--- src/rtl/bolme_denetleyici_if.sv ---
// ---------------------------------------------------------------------------
// bolme_denetleyici_if
// Bundles the controller's three buses: the upstream request/stall signals,
// the downstream result handshake, and the iterative-divider handshake.
//   Upstream  : gecerli_i, islem_i, bolunen_i, bolen_i, hedef_i, temizle_i,
//               hazir_o, durdur_o
//   Downstream: sonuc_gecerli_o, sonuc_o, hedef_o, sonuc_hazir_i
//   Divider   : bb_basla_o, bb_islem_o, bb_bolunen_o, bb_bolen_o,
//               bb_sonuc_i, bb_bitti_i
//   Status    : hata_o (one-cycle timeout pulse)
// Modports: slave = the controller itself, master = its environment.
// ---------------------------------------------------------------------------
interface bolme_denetleyici_if;
    logic        gecerli_i;
    logic [1:0]  islem_i;
    logic [31:0] bolunen_i;
    logic [31:0] bolen_i;
    logic [4:0]  hedef_i;
    logic        hazir_o;
    logic        temizle_i;
    logic        durdur_o;
    logic        sonuc_gecerli_o;
    logic [31:0] sonuc_o;
    logic [4:0]  hedef_o;
    logic        sonuc_hazir_i;
    logic        bb_basla_o;
    logic [1:0]  bb_islem_o;
    logic [31:0] bb_bolunen_o;
    logic [31:0] bb_bolen_o;
    logic [31:0] bb_sonuc_i;
    logic        bb_bitti_i;
    logic        hata_o;

    modport slave (
        input  gecerli_i, islem_i, bolunen_i, bolen_i, hedef_i, temizle_i,
               sonuc_hazir_i, bb_sonuc_i, bb_bitti_i,
        output hazir_o, durdur_o, sonuc_gecerli_o, sonuc_o, hedef_o,
               bb_basla_o, bb_islem_o, bb_bolunen_o, bb_bolen_o, hata_o
    );

    modport master (
        output gecerli_i, islem_i, bolunen_i, bolen_i, hedef_i, temizle_i,
               sonuc_hazir_i, bb_sonuc_i, bb_bitti_i,
        input  hazir_o, durdur_o, sonuc_gecerli_o, sonuc_o, hedef_o,
               bb_basla_o, bb_islem_o, bb_bolunen_o, bb_bolen_o, hata_o
    );
endinterface

--- src/rtl/bolme_denetleyici.sv ---
// ---------------------------------------------------------------------------
// bolme_denetleyici
// Sequencing controller between a CPU pipeline and an iterative divider.
// Accepts one DIVU/REMU/DIV/REM request at a time, handles divide-by-zero
// without the divider, watches the divider with a timeout, and holds the
// result until writeback takes it.
//   clk_i  : clock, rising edge
//   rst_i  : synchronous active-high reset
//   bus    : bolme_denetleyici_if.slave (request, result, divider, hata_o)
//   ZAMAN_ASIMI : max BOLUYOR cycles before the operation is abandoned
// Optional feature: define BOLME_ONBELLEK_EN for a single-entry result cache
// keyed on {islem, bolunen, bolen}.
// ---------------------------------------------------------------------------
module bolme_denetleyici #(
    parameter int ZAMAN_ASIMI = 32
) (
    input  logic                  clk_i,
    input  logic                  rst_i,
    bolme_denetleyici_if.slave    bus
);
    localparam int SW = $clog2(ZAMAN_ASIMI + 1);

    typedef enum logic [1:0] {BOS, BOLUYOR, SONUC} durum_t;

    durum_t        r_durum, w_sonraki;
    logic [1:0]    r_islem;
    logic [31:0]   r_bolunen, r_bolen, r_sonuc;
    logic [4:0]    r_hedef;
    logic [SW-1:0] r_sayac;
    logic          r_hata;

    logic          w_kabul, w_sifir, w_asim, w_isabet;
    logic [31:0]   w_sifir_sonuc, w_ob_sonuc;

    // A flush in the same cycle blocks acceptance.
    assign w_kabul       = bus.gecerli_i && (r_durum == BOS) && !bus.temizle_i;
    assign w_sifir       = (bus.bolen_i == 32'd0);
    // islem[0] selects remainder: x/0 = all ones, x%0 = x.
    assign w_sifir_sonuc = bus.islem_i[0] ? bus.bolunen_i : 32'hFFFF_FFFF;
    // Completion in the final allowed cycle still wins over the timeout.
    assign w_asim        = (r_durum == BOLUYOR) && !bus.bb_bitti_i &&
                           (r_sayac == SW'(ZAMAN_ASIMI));

`ifdef BOLME_ONBELLEK_EN
    logic          r_ob_gecerli;
    logic [1:0]    r_ob_islem;
    logic [31:0]   r_ob_bolunen, r_ob_bolen, r_ob_sonuc;

    assign w_isabet   = r_ob_gecerli && (r_ob_islem == bus.islem_i) &&
                        (r_ob_bolunen == bus.bolunen_i) && (r_ob_bolen == bus.bolen_i);
    assign w_ob_sonuc = r_ob_sonuc;

    // Entry written at handoff, so flushed or timed-out work never lands here.
    always_ff @(posedge clk_i) begin
        if (rst_i) begin
            r_ob_gecerli <= 1'b0;
            r_ob_islem   <= '0;
            r_ob_bolunen <= '0;
            r_ob_bolen   <= '0;
            r_ob_sonuc   <= '0;
        end else if ((r_durum == SONUC) && bus.sonuc_hazir_i && !bus.temizle_i) begin
            r_ob_gecerli <= 1'b1;
            r_ob_islem   <= r_islem;
            r_ob_bolunen <= r_bolunen;
            r_ob_bolen   <= r_bolen;
            r_ob_sonuc   <= r_sonuc;
        end
    end
`else
    assign w_isabet   = 1'b0;
    assign w_ob_sonuc = '0;
`endif

    always_ff @(posedge clk_i) begin
        if (rst_i) r_durum <= BOS;
        else       r_durum <= w_sonraki;
    end

    always_comb begin
        w_sonraki = r_durum;
        if (bus.temizle_i) begin
            w_sonraki = BOS;
        end else begin
            case (r_durum)
                BOS:     if (w_kabul) w_sonraki = (w_sifir || w_isabet) ? SONUC : BOLUYOR;
                BOLUYOR: if (bus.bb_bitti_i) w_sonraki = SONUC;
                         else if (w_asim)   w_sonraki = BOS;
                SONUC:   if (bus.sonuc_hazir_i) w_sonraki = BOS;
                default: w_sonraki = BOS;
            endcase
        end
    end

    always_ff @(posedge clk_i) begin
        if (rst_i) begin
            r_islem   <= '0;
            r_bolunen <= '0;
            r_bolen   <= '0;
            r_hedef   <= '0;
            r_sonuc   <= '0;
            r_sayac   <= '0;
            r_hata    <= 1'b0;
        end else begin
            r_hata <= w_asim && !bus.temizle_i;
            // Counter reads 1 in the first BOLUYOR cycle, 0 everywhere else.
            if (w_sonraki == BOLUYOR)
                r_sayac <= (r_durum == BOLUYOR) ? r_sayac + 1'b1 : SW'(1);
            else
                r_sayac <= '0;
            if (w_kabul) begin
                r_islem   <= bus.islem_i;
                r_bolunen <= bus.bolunen_i;
                r_bolen   <= bus.bolen_i;
                r_hedef   <= bus.hedef_i;
                // Preloaded for bypass/hit; the divider path overwrites it.
                r_sonuc   <= w_sifir ? w_sifir_sonuc : w_ob_sonuc;
            end else if ((r_durum == BOLUYOR) && bus.bb_bitti_i) begin
                r_sonuc   <= bus.bb_sonuc_i;
            end
        end
    end

    assign bus.hazir_o         = (r_durum == BOS);
    assign bus.durdur_o        = (r_durum != BOS) || (bus.gecerli_i && !bus.hazir_o);
    assign bus.bb_basla_o      = (r_durum == BOLUYOR);
    // Operand registers only change on acceptance, so they hold through BOLUYOR.
    assign bus.bb_islem_o      = r_islem;
    assign bus.bb_bolunen_o    = r_bolunen;
    assign bus.bb_bolen_o      = r_bolen;
    assign bus.sonuc_gecerli_o = (r_durum == SONUC);
    assign bus.sonuc_o         = (r_durum == SONUC) ? r_sonuc : 32'd0;
    assign bus.hedef_o         = (r_durum == SONUC) ? r_hedef : 5'd0;
    assign bus.hata_o          = r_hata;
endmodule

--- src/flat_wrapper.sv ---
// flat-port wrapper written by rule: the top's interface ports become plain ports
module bolme_denetleyici_flat 
#(
    parameter int ZAMAN_ASIMI = 32
)
  (clk_i, rst_i, bus_gecerli_i, bus_islem_i, bus_bolunen_i, bus_bolen_i, bus_hedef_i, bus_temizle_i, bus_sonuc_hazir_i, bus_bb_sonuc_i, bus_bb_bitti_i, bus_hazir_o, bus_durdur_o, bus_sonuc_gecerli_o, bus_sonuc_o, bus_hedef_o, bus_bb_basla_o, bus_bb_islem_o, bus_bb_bolunen_o, bus_bb_bolen_o, bus_hata_o);
  bolme_denetleyici_if bus_i ();
  input  logic clk_i;
  input  logic rst_i;
  input wire logic [$bits(bus_i.gecerli_i)-1:0] bus_gecerli_i;
  input wire logic [$bits(bus_i.islem_i)-1:0] bus_islem_i;
  input wire logic [$bits(bus_i.bolunen_i)-1:0] bus_bolunen_i;
  input wire logic [$bits(bus_i.bolen_i)-1:0] bus_bolen_i;
  input wire logic [$bits(bus_i.hedef_i)-1:0] bus_hedef_i;
  input wire logic [$bits(bus_i.temizle_i)-1:0] bus_temizle_i;
  input wire logic [$bits(bus_i.sonuc_hazir_i)-1:0] bus_sonuc_hazir_i;
  input wire logic [$bits(bus_i.bb_sonuc_i)-1:0] bus_bb_sonuc_i;
  input wire logic [$bits(bus_i.bb_bitti_i)-1:0] bus_bb_bitti_i;
  output wire logic [$bits(bus_i.hazir_o)-1:0] bus_hazir_o;
  output wire logic [$bits(bus_i.durdur_o)-1:0] bus_durdur_o;
  output wire logic [$bits(bus_i.sonuc_gecerli_o)-1:0] bus_sonuc_gecerli_o;
  output wire logic [$bits(bus_i.sonuc_o)-1:0] bus_sonuc_o;
  output wire logic [$bits(bus_i.hedef_o)-1:0] bus_hedef_o;
  output wire logic [$bits(bus_i.bb_basla_o)-1:0] bus_bb_basla_o;
  output wire logic [$bits(bus_i.bb_islem_o)-1:0] bus_bb_islem_o;
  output wire logic [$bits(bus_i.bb_bolunen_o)-1:0] bus_bb_bolunen_o;
  output wire logic [$bits(bus_i.bb_bolen_o)-1:0] bus_bb_bolen_o;
  output wire logic [$bits(bus_i.hata_o)-1:0] bus_hata_o;
  assign bus_i.gecerli_i = bus_gecerli_i;
  assign bus_i.islem_i = bus_islem_i;
  assign bus_i.bolunen_i = bus_bolunen_i;
  assign bus_i.bolen_i = bus_bolen_i;
  assign bus_i.hedef_i = bus_hedef_i;
  assign bus_i.temizle_i = bus_temizle_i;
  assign bus_i.sonuc_hazir_i = bus_sonuc_hazir_i;
  assign bus_i.bb_sonuc_i = bus_bb_sonuc_i;
  assign bus_i.bb_bitti_i = bus_bb_bitti_i;
  assign bus_hazir_o = bus_i.hazir_o;
  assign bus_durdur_o = bus_i.durdur_o;
  assign bus_sonuc_gecerli_o = bus_i.sonuc_gecerli_o;
  assign bus_sonuc_o = bus_i.sonuc_o;
  assign bus_hedef_o = bus_i.hedef_o;
  assign bus_bb_basla_o = bus_i.bb_basla_o;
  assign bus_bb_islem_o = bus_i.bb_islem_o;
  assign bus_bb_bolunen_o = bus_i.bb_bolunen_o;
  assign bus_bb_bolen_o = bus_i.bb_bolen_o;
  assign bus_hata_o = bus_i.hata_o;
  bolme_denetleyici #(.ZAMAN_ASIMI(ZAMAN_ASIMI)) u_core (.clk_i(clk_i), .rst_i(rst_i), .bus(bus_i));
endmodule
--- config.mk ---
export PLATFORM = sky130hd
export DESIGN_NAME = bolme_denetleyici_flat
export DESIGN_NICKNAME = d
export VERILOG_FILES = /design/src/rtl/bolme_denetleyici_if.sv /design/src/rtl/bolme_denetleyici.sv /design/src/flat_wrapper.sv
export SDC_FILE = /design/constraint.sdc
export NUM_CORES = 1
export LEC_CHECK = 0
export ABC_AREA = 1
export CORE_UTILIZATION = 45
export CTS_CLUSTER_SIZE = 16
export DETAILED_ROUTE_END_ITERATION = 16
export GPL_ROUTABILITY_DRIVEN = 0
export PLACE_DENSITY_LB_ADDON = 0.3
export REMOVE_ABC_BUFFERS = 1
export SYNTH_ARGS = -nofsm -noshare
export SYNTH_HDL_FRONTEND = slang
export SYNTH_SLANG_ARGS = --single-unit
--- constraint.sdc ---
create_clock -name clk_i -period 2.6 [get_ports clk_i]
set_input_delay 0.65 -clock clk_i [delete_from_list [all_inputs] [get_ports clk_i]]
set_output_delay 0.65 -clock clk_i [all_outputs]
set_load 0.1 [all_outputs]
== Yosys cells after proc, flatten, opt, wreduce, memory -nomap -nowiden ==
Cells that the tools add are included.
Word-level totals
  output and inout port bits: 108
  word-level logic and storage cells: 47
  register bits after elaboration: 112
  input port bits: 109
Cells by class
  bitwise logic cells: 2
  $add $sub $neg: 1
  reduce and logical (&&, ||, !) cells: 17
  mux-type cells: 14
  equality and inequality tests: 4
Operator list (number)
  $mux 32: 5
  $logic_not 32->1: 1
  $mux 2: 6
  $logic_and 1x1->1: 7
  $add 6x1->6 const B: 1
  $eq 6x6->1 const B: 1
  $pmux 2 s3: 1
  $mux 5: 1
  $eq 2x1->1 const B: 2
  $reduce_bool 2->1: 2
  $logic_not 1->1: 3
  $reduce_or 3->1: 1
  $eq 2x2->1 const B: 1
  $logic_not 2->1: 1
  $not 1->1: 2
  $reduce_or 2->1: 1
  $logic_or 1x1->1: 1
  $mux 1: 1

== Logic depth before layout (Yosys ltp) ==
  word-level depth: 10
  gate-level depth with buffers: 9
  gate-level depth less buffers: 9

== Least setup slack after synthesis ==
Ideal clock, no wire load.
  kind: reg-to-output
  start: register u_core.r_durum[1]
  end: output port bus_sonuc_o[10]
  data arrival time: 3.573 ns
  setup slack: -1.623 ns
  cell stages (with the launch flop): 7
  cells stage by stage: dfxtp_1 inv_1 nor2_1 inv_1 buf_2 buf_6 nor2_1
Between the ends
  word-level cells in the longest chain between the ends: 2
RTL lines
  start, declared: line bolme_denetleyici.sv:25  | durum_t r_durum, w_sonraki;
  start signal, assigned: line bolme_denetleyici.sv:76  | else r_durum <= w_sonraki;
  $eq 2x2->1
  named net bus_sonuc_gecerli_o: line flat_wrapper.sv:21  | output wire logic [$bits(bus_i.sonuc_gecerli_o)-1:0] bus_sonuc_gecerli_o;
  $mux 32: line bolme_denetleyici.sv:131  | assign bus.sonuc_o = (r_durum == SONUC) ? r_sonuc : 32'd0;
  end, declared: line flat_wrapper.sv:22  | output wire logic [$bits(bus_i.sonuc_o)-1:0] bus_sonuc_o;
The timed path passes the listed nets, and every way through them passes these cells.

== Worst setup path after layout ==
  start: register u_core.r_durum[1]
  end: output port bus_sonuc_o[12]
Between the ends
  word-level cells in the longest chain between the ends: 2
RTL lines (line)
  $eq 2x2->1: bolme_denetleyici.sv:131
  $mux 32: bolme_denetleyici.sv:131
No other way between the ends.

==> results.cfg <==
[floorplan]
die_w_um = 106.6
ios = 217
start_util_pct = 47.05
fp.dieH_um = 106.6
die_area_mm2 = 0.01136
rows = 37
core_area_mm2 = 0.01046

[hold_path]
hold_class = flip-flop to flip-flop
min_delay_path_depth = 2

[finish]
finalNetCount = 990
drive_gt1_share_pct = 16.52
final_area_mm2 = 0.007531
syn_to_final_growth_pct = 53.00
num_antenna_cells = 0
nFillCells = 816

[critical_path]
start_kind = flip-flop
crit_family = buffers and inverters
path_buf_inv = 4
worstPathRequired_ns = 1.95
path_class = flip-flop to primary output
worst_ep_arrival_time_ns = 1.83
critPathSlowestCell = dfxtp_2
cp_num_cells = 6
worstSetupEndpointType = primary output
cp_slowest_stage_delay_ns = 0.41
critPathMaxFanout = 38
r2r.worst_path.cells = 6
crit_chain = inv_1, nor2_1, inv_1, buf_4, nor2_1, buf_12

[placement]
dpl_cell_area_mm2 = 0.007301
place_ws_ns = 0.2270
hpwl_um = 10310
numPortBuffers = 216

[detailed_routing]
drt_iter0_drc = 379
wirelength_um = 14860
viasPerCell = 5.197
vias = 5301
ant_nets = 0
drc = 0
routedWlPerCell_um = 14.57
firstDrtPassIters = 5

[logic_synthesis]
yosysWarningCount = 0
seq_area_frac_synth_pct = 45.55
synth_area_mm2 = 0.004922
yosys.area.top_type_share_pct = 45.55
ys_top_cells_by_area = dfxtp_1 46%, o21ai_0 14%, nor2_1 9.8%, a21oi_1 7.2%, inv_1 6.6%
post-synth-top-count-cell = o21ai_0
ys_seq_elements = 112
netlist_instances = 693
synth_top_area_cell = dfxtp_1
synth_area_per_cell_um2 = 7.103
synth_edf_count = 0
synth_cell_types = 22
ys_async_sr_fraction_pct = 0
synth_common_cells = 133 x o21ai_0, 128 x nor2_1, 112 x dfxtp_1
ys.flop_type = dfxtp_1

[clock_network]
numCtsBuffers = 9
clkSlewWorstSetupHoldPaths_ns = 0.11
cts-root-buf = clkbuf_8
clock_sinks = 112
clockBufferDepth = 2
clkLatencyLatePin_ns = 0.37
cts_tree = built
cts_max_level = 3

[sta]
fmax_ghz = 0.4029
fin_crit_sh_pct = 95.47
slew_violations = 0
finalSetupViolations = 0
rsz0062_at_grt = false
post-route-min-period_ns = 2.482
fin_tns_setup_ns = 0
worst_pin_slew_ns = 0.4731
fin_worst_skew_ns = 0.01034
postLayoutSetupSlackWorst_ns = 0.1179
hold_violations = 0
relSlewSlack_pct = 68.46

[global_routing]
grt_pass1_vias = 5114
track_usage_pct = 26.15
grt_max_degree = 82
overflow = 0
antenna_found_initial = 0
grt_pass1_wl_um = 23880

[flow_run]
cap_violations = 0

[status]
status = completed

[power_and_ir_drop]
power_mw = 4.174
ir_worst_vdd_uv = 321.1
p_leak_nw = 3.118
p_per_area_mw_per_mm2 = 554.2
-- cells in the final DEF (no fill, tap or decap) --
cell and count:
o21ai_0 133, nor2_1 125, dfxtp_1 111, clkdlybuf4s50_1 108, inv_1 85, buf_4 76
a21oi_1 71, nand2_1 46, buf_12 42, nand3_1 38, clkbuf_8 10, nor3_1 8
o21ai_1 5, nor2_4 3, nor2_2 3, nand2_4 3, xnor2_1 3, inv_2 2
ha_1 2, bufinv_16 2, clkinvlp_4 2, inv_4 1, xor2_1 1, nand4_1 1
clkinv_2 1, clkbuf_1 1, dfxtp_2 1
-- area by class of cell --
type,instances,area [µm²],area share (%)
clock buffer,11,141.4,1.877
tap,136,170.2,2.260
inverter,88,332.8,4.419
multi-input combinational,442,2071,27.50
sequential,112,2243,29.79
timing repair buffer,226,2492,33.10
clock inverter,5,80.08,1.063
-- registers in the layout, indices dropped and copies added, names as in the netlist --
register / flops
u_core.bus.bb_bolunen_o: 32
u_core.bus.bb_bolen_o: 32
u_core.r_sayac: 6
u_core.bus.bb_islem_o: 2
u_core.r_sonuc: 32
u_core.r_durum: 2
u_core.bus.hata_o: 1
u_core.r_hedef: 5
-- path summary, 6_finish.rpt --
path                     start                  to  slack (ns)
max          u_core.r_durum[1]     bus_sonuc_o[12]        0.12
min          u_core.r_hedef[1]   u_core.r_hedef[1]        0.46
max reg2reg  u_core.r_durum[0]  u_core.r_sonuc[13]        0.88
min reg2reg  u_core.r_hedef[1]   u_core.r_hedef[1]        0.46
-- logic make-up after synthesis --
logic type	synth area share, %
simple gates	19.45
buf+inv	12.53
fa+ha+maj	0.5083
xor+xnor	0.7119
compound gates	21.25
flops	45.55
-- where the power goes --
group	switching [mW]	internal, mW
combinational	0.798	0.336
clock	0.588	0.569
sequential	0.0578	1.83
-- metal layers --
layer	GRT usage (%)	share of wire [%]
met1	30.17	40
met2	44.93	48
met3	8.024	9.6
met4	10.57	1.9
met5	0	0
-- per-stage QoR --
stage               instances  util, %  hold slack (ns)
detailed placement       1004    69.78           0.4463
global placement         1004    69.78           0.4380
finish                   1020    71.98           0.4593
global route             1020    71.98           0.4803
floorplan                 642        -           0.4321
CTS                      1020    71.92           0.4622
-- worst reg2reg max path, delay by kind of cell (launching register included) --
family,cells,cell delay (ns)
flops,1,0.47
simple gates,3,0.76
compound gates,2,0.33
buf+inv,1,0.10
-- timing repair --
item | in CTS | in global routing
setup buffers | 0 | 0
gates resized for setup | 1 | 3
hold buffers | 0 | 0
endpoints found under the setup margin | 3 | 37
No activity file was read; power rests on OpenSTA's default activity.
==> RTL change, RTL diff (config.mk and constraints unchanged) <==
`ZAMAN_ASIMI` is set to 32 in 2 places; all go to 16.
--- a/src/rtl/bolme_denetleyici.sv
+++ b/src/rtl/bolme_denetleyici.sv
@@ -14,3 +14,3 @@
 module bolme_denetleyici #(
-    parameter int ZAMAN_ASIMI = 32
+    parameter int ZAMAN_ASIMI = 16
 ) (
--- a/src/flat_wrapper.sv
+++ b/src/flat_wrapper.sv
@@ -3,3 +3,3 @@
 #(
-    parameter int ZAMAN_ASIMI = 32
+    parameter int ZAMAN_ASIMI = 16
 )
Formal check against the unedited RTL: no difference found for any inputs over 4 cycles, from zero or initial values and one cycle with rst_i high; that may be too few to reach the edited logic, so the function may still have changed.
==> RTL change against the unedited design <==
Core utilization shrank 0.16 points. Synthesized area shrank 0.69%. Total power shrank 0.86%. Maximum frequency grew 2.1%. Worst setup slack gained 0.051 ns. Routed wire length grew 2.9%. Non-clock buffer count grew 3. Cell area shrank 0.66%. Sequential cell count shrank 1. Critical endpoint is now bus_sonuc_o[20].
==> RTL change: results (changes against the unedited design) <==
| Metric | Value |
|---|---|
| Number of global-route vias before repair | `5,221 (was 5,114)` |
| Clock network share of area | `0.0283 (was 0.0294)` |
| DP HPWL | `10,700 um (was 10,300 um)` |
| Number of clock buffers in the layout | `10 (was 11)` |
| Nets | `984 (was 990)` |
| GRT met3 Usage | `0.0742 (was 0.0802)` |
| Pin count of the biggest net entering global routing | `57 (was 82)` |
| Met2 routed WL | `7360 um (was 7170 um)` |
| Crit path max fanout | `19 (was 38)` |
| DR WL met3 | `1410 um (was 1430 um)` |
| First-pass GRT wire length | `24,200 um (was 23,900 um)` |
| # fillers | `796 (was 816)` |
| Slew Limit Headroom | `0.686 (was 0.685)` |
| Area contributors post-synth | `dfxtp_1 (45%), o21ai_0 (14%), nor2_1 (9.8%), a21oi_1 (7.3%), inv_1 (6.3%) (was dfxtp_1 (46%), o21ai_0 (14%), nor2_1 (9.8%), a21oi_1 (7.2%), inv_1 (6.6%))` |
| Grt met2 use | `0.471 (was 0.449)` |
| Outcome | `finished clean (unchanged)` |
| Worst hold endpoint | `u_core.r_hedef[0]$_SDFFE_PP0N_ (was u_core.r_hedef[1]$_SDFFE_PP0N_)` |
| Reg-to-reg endpoint | `u_core.r_sonuc[29]$_SDFFE_PP0P_ (was u_core.r_sonuc[13]$_SDFFE_PP0P_)` |
| Seq/total area | `0.297 (was 0.298)` |
| Vias per cell | `5.22 (was 5.20)` |
| 1st-iter DRT viols | `422 (was 379)` |
| Final WL | `15,300 um (was 14,900 um)` |
| Multi-input logic portion of the cell area | `0.275 (about the same)` |
| Hold WS | `0.463 ns (was 0.459 ns)` |
| Crit path DAT | `1.78 ns (was 1.83 ns)` |
| Worst Hold Launch | `u_core.r_hedef[0]$_SDFFE_PP0N_ (was u_core.r_hedef[1]$_SDFFE_PP0N_)` |
==> RTL change: per-stage QoR <==
step / instances / setup WS, ns / TNS, ns / total power [W] / area [um2]
after floorplan: 633 / -2.23 / -83.14 / 0.00264 / 4600
after global placement: 998 / 0.308 / 0 / 0.00302 / 7270
after detailed placement: 998 / 0.223 / 0 / 0.00304 / 7270
after CTS: 1014 / 0.0452 / 0 / 0.00416 / 7480
after global routing: 1014 / 0.0415 / 0 / 0.00430 / 7480
final: 1014 / 0.169 / 0 / 0.00414 / 7480
==> RTL change: cell families (layout without fill, tap and decap cells) <==
logic type                 count (synthesis)  after routing  share of synthesized area
and+or+nand+nor                          224            224                      0.196
xor gates and xnor gates                   3              3                    0.00538
AOI/OAI and AO/OA                        209            209                      0.214
buffers and inverters                    135            329                      0.125
adders and majority gates                  2              2                    0.00512
DFF                                      111            111                      0.455
==> RTL change: timing repair <==
item,CTS,global route
endpoints found under the setup margin,0,30
buffers inserted,0,0
gates resized for setup,0,1
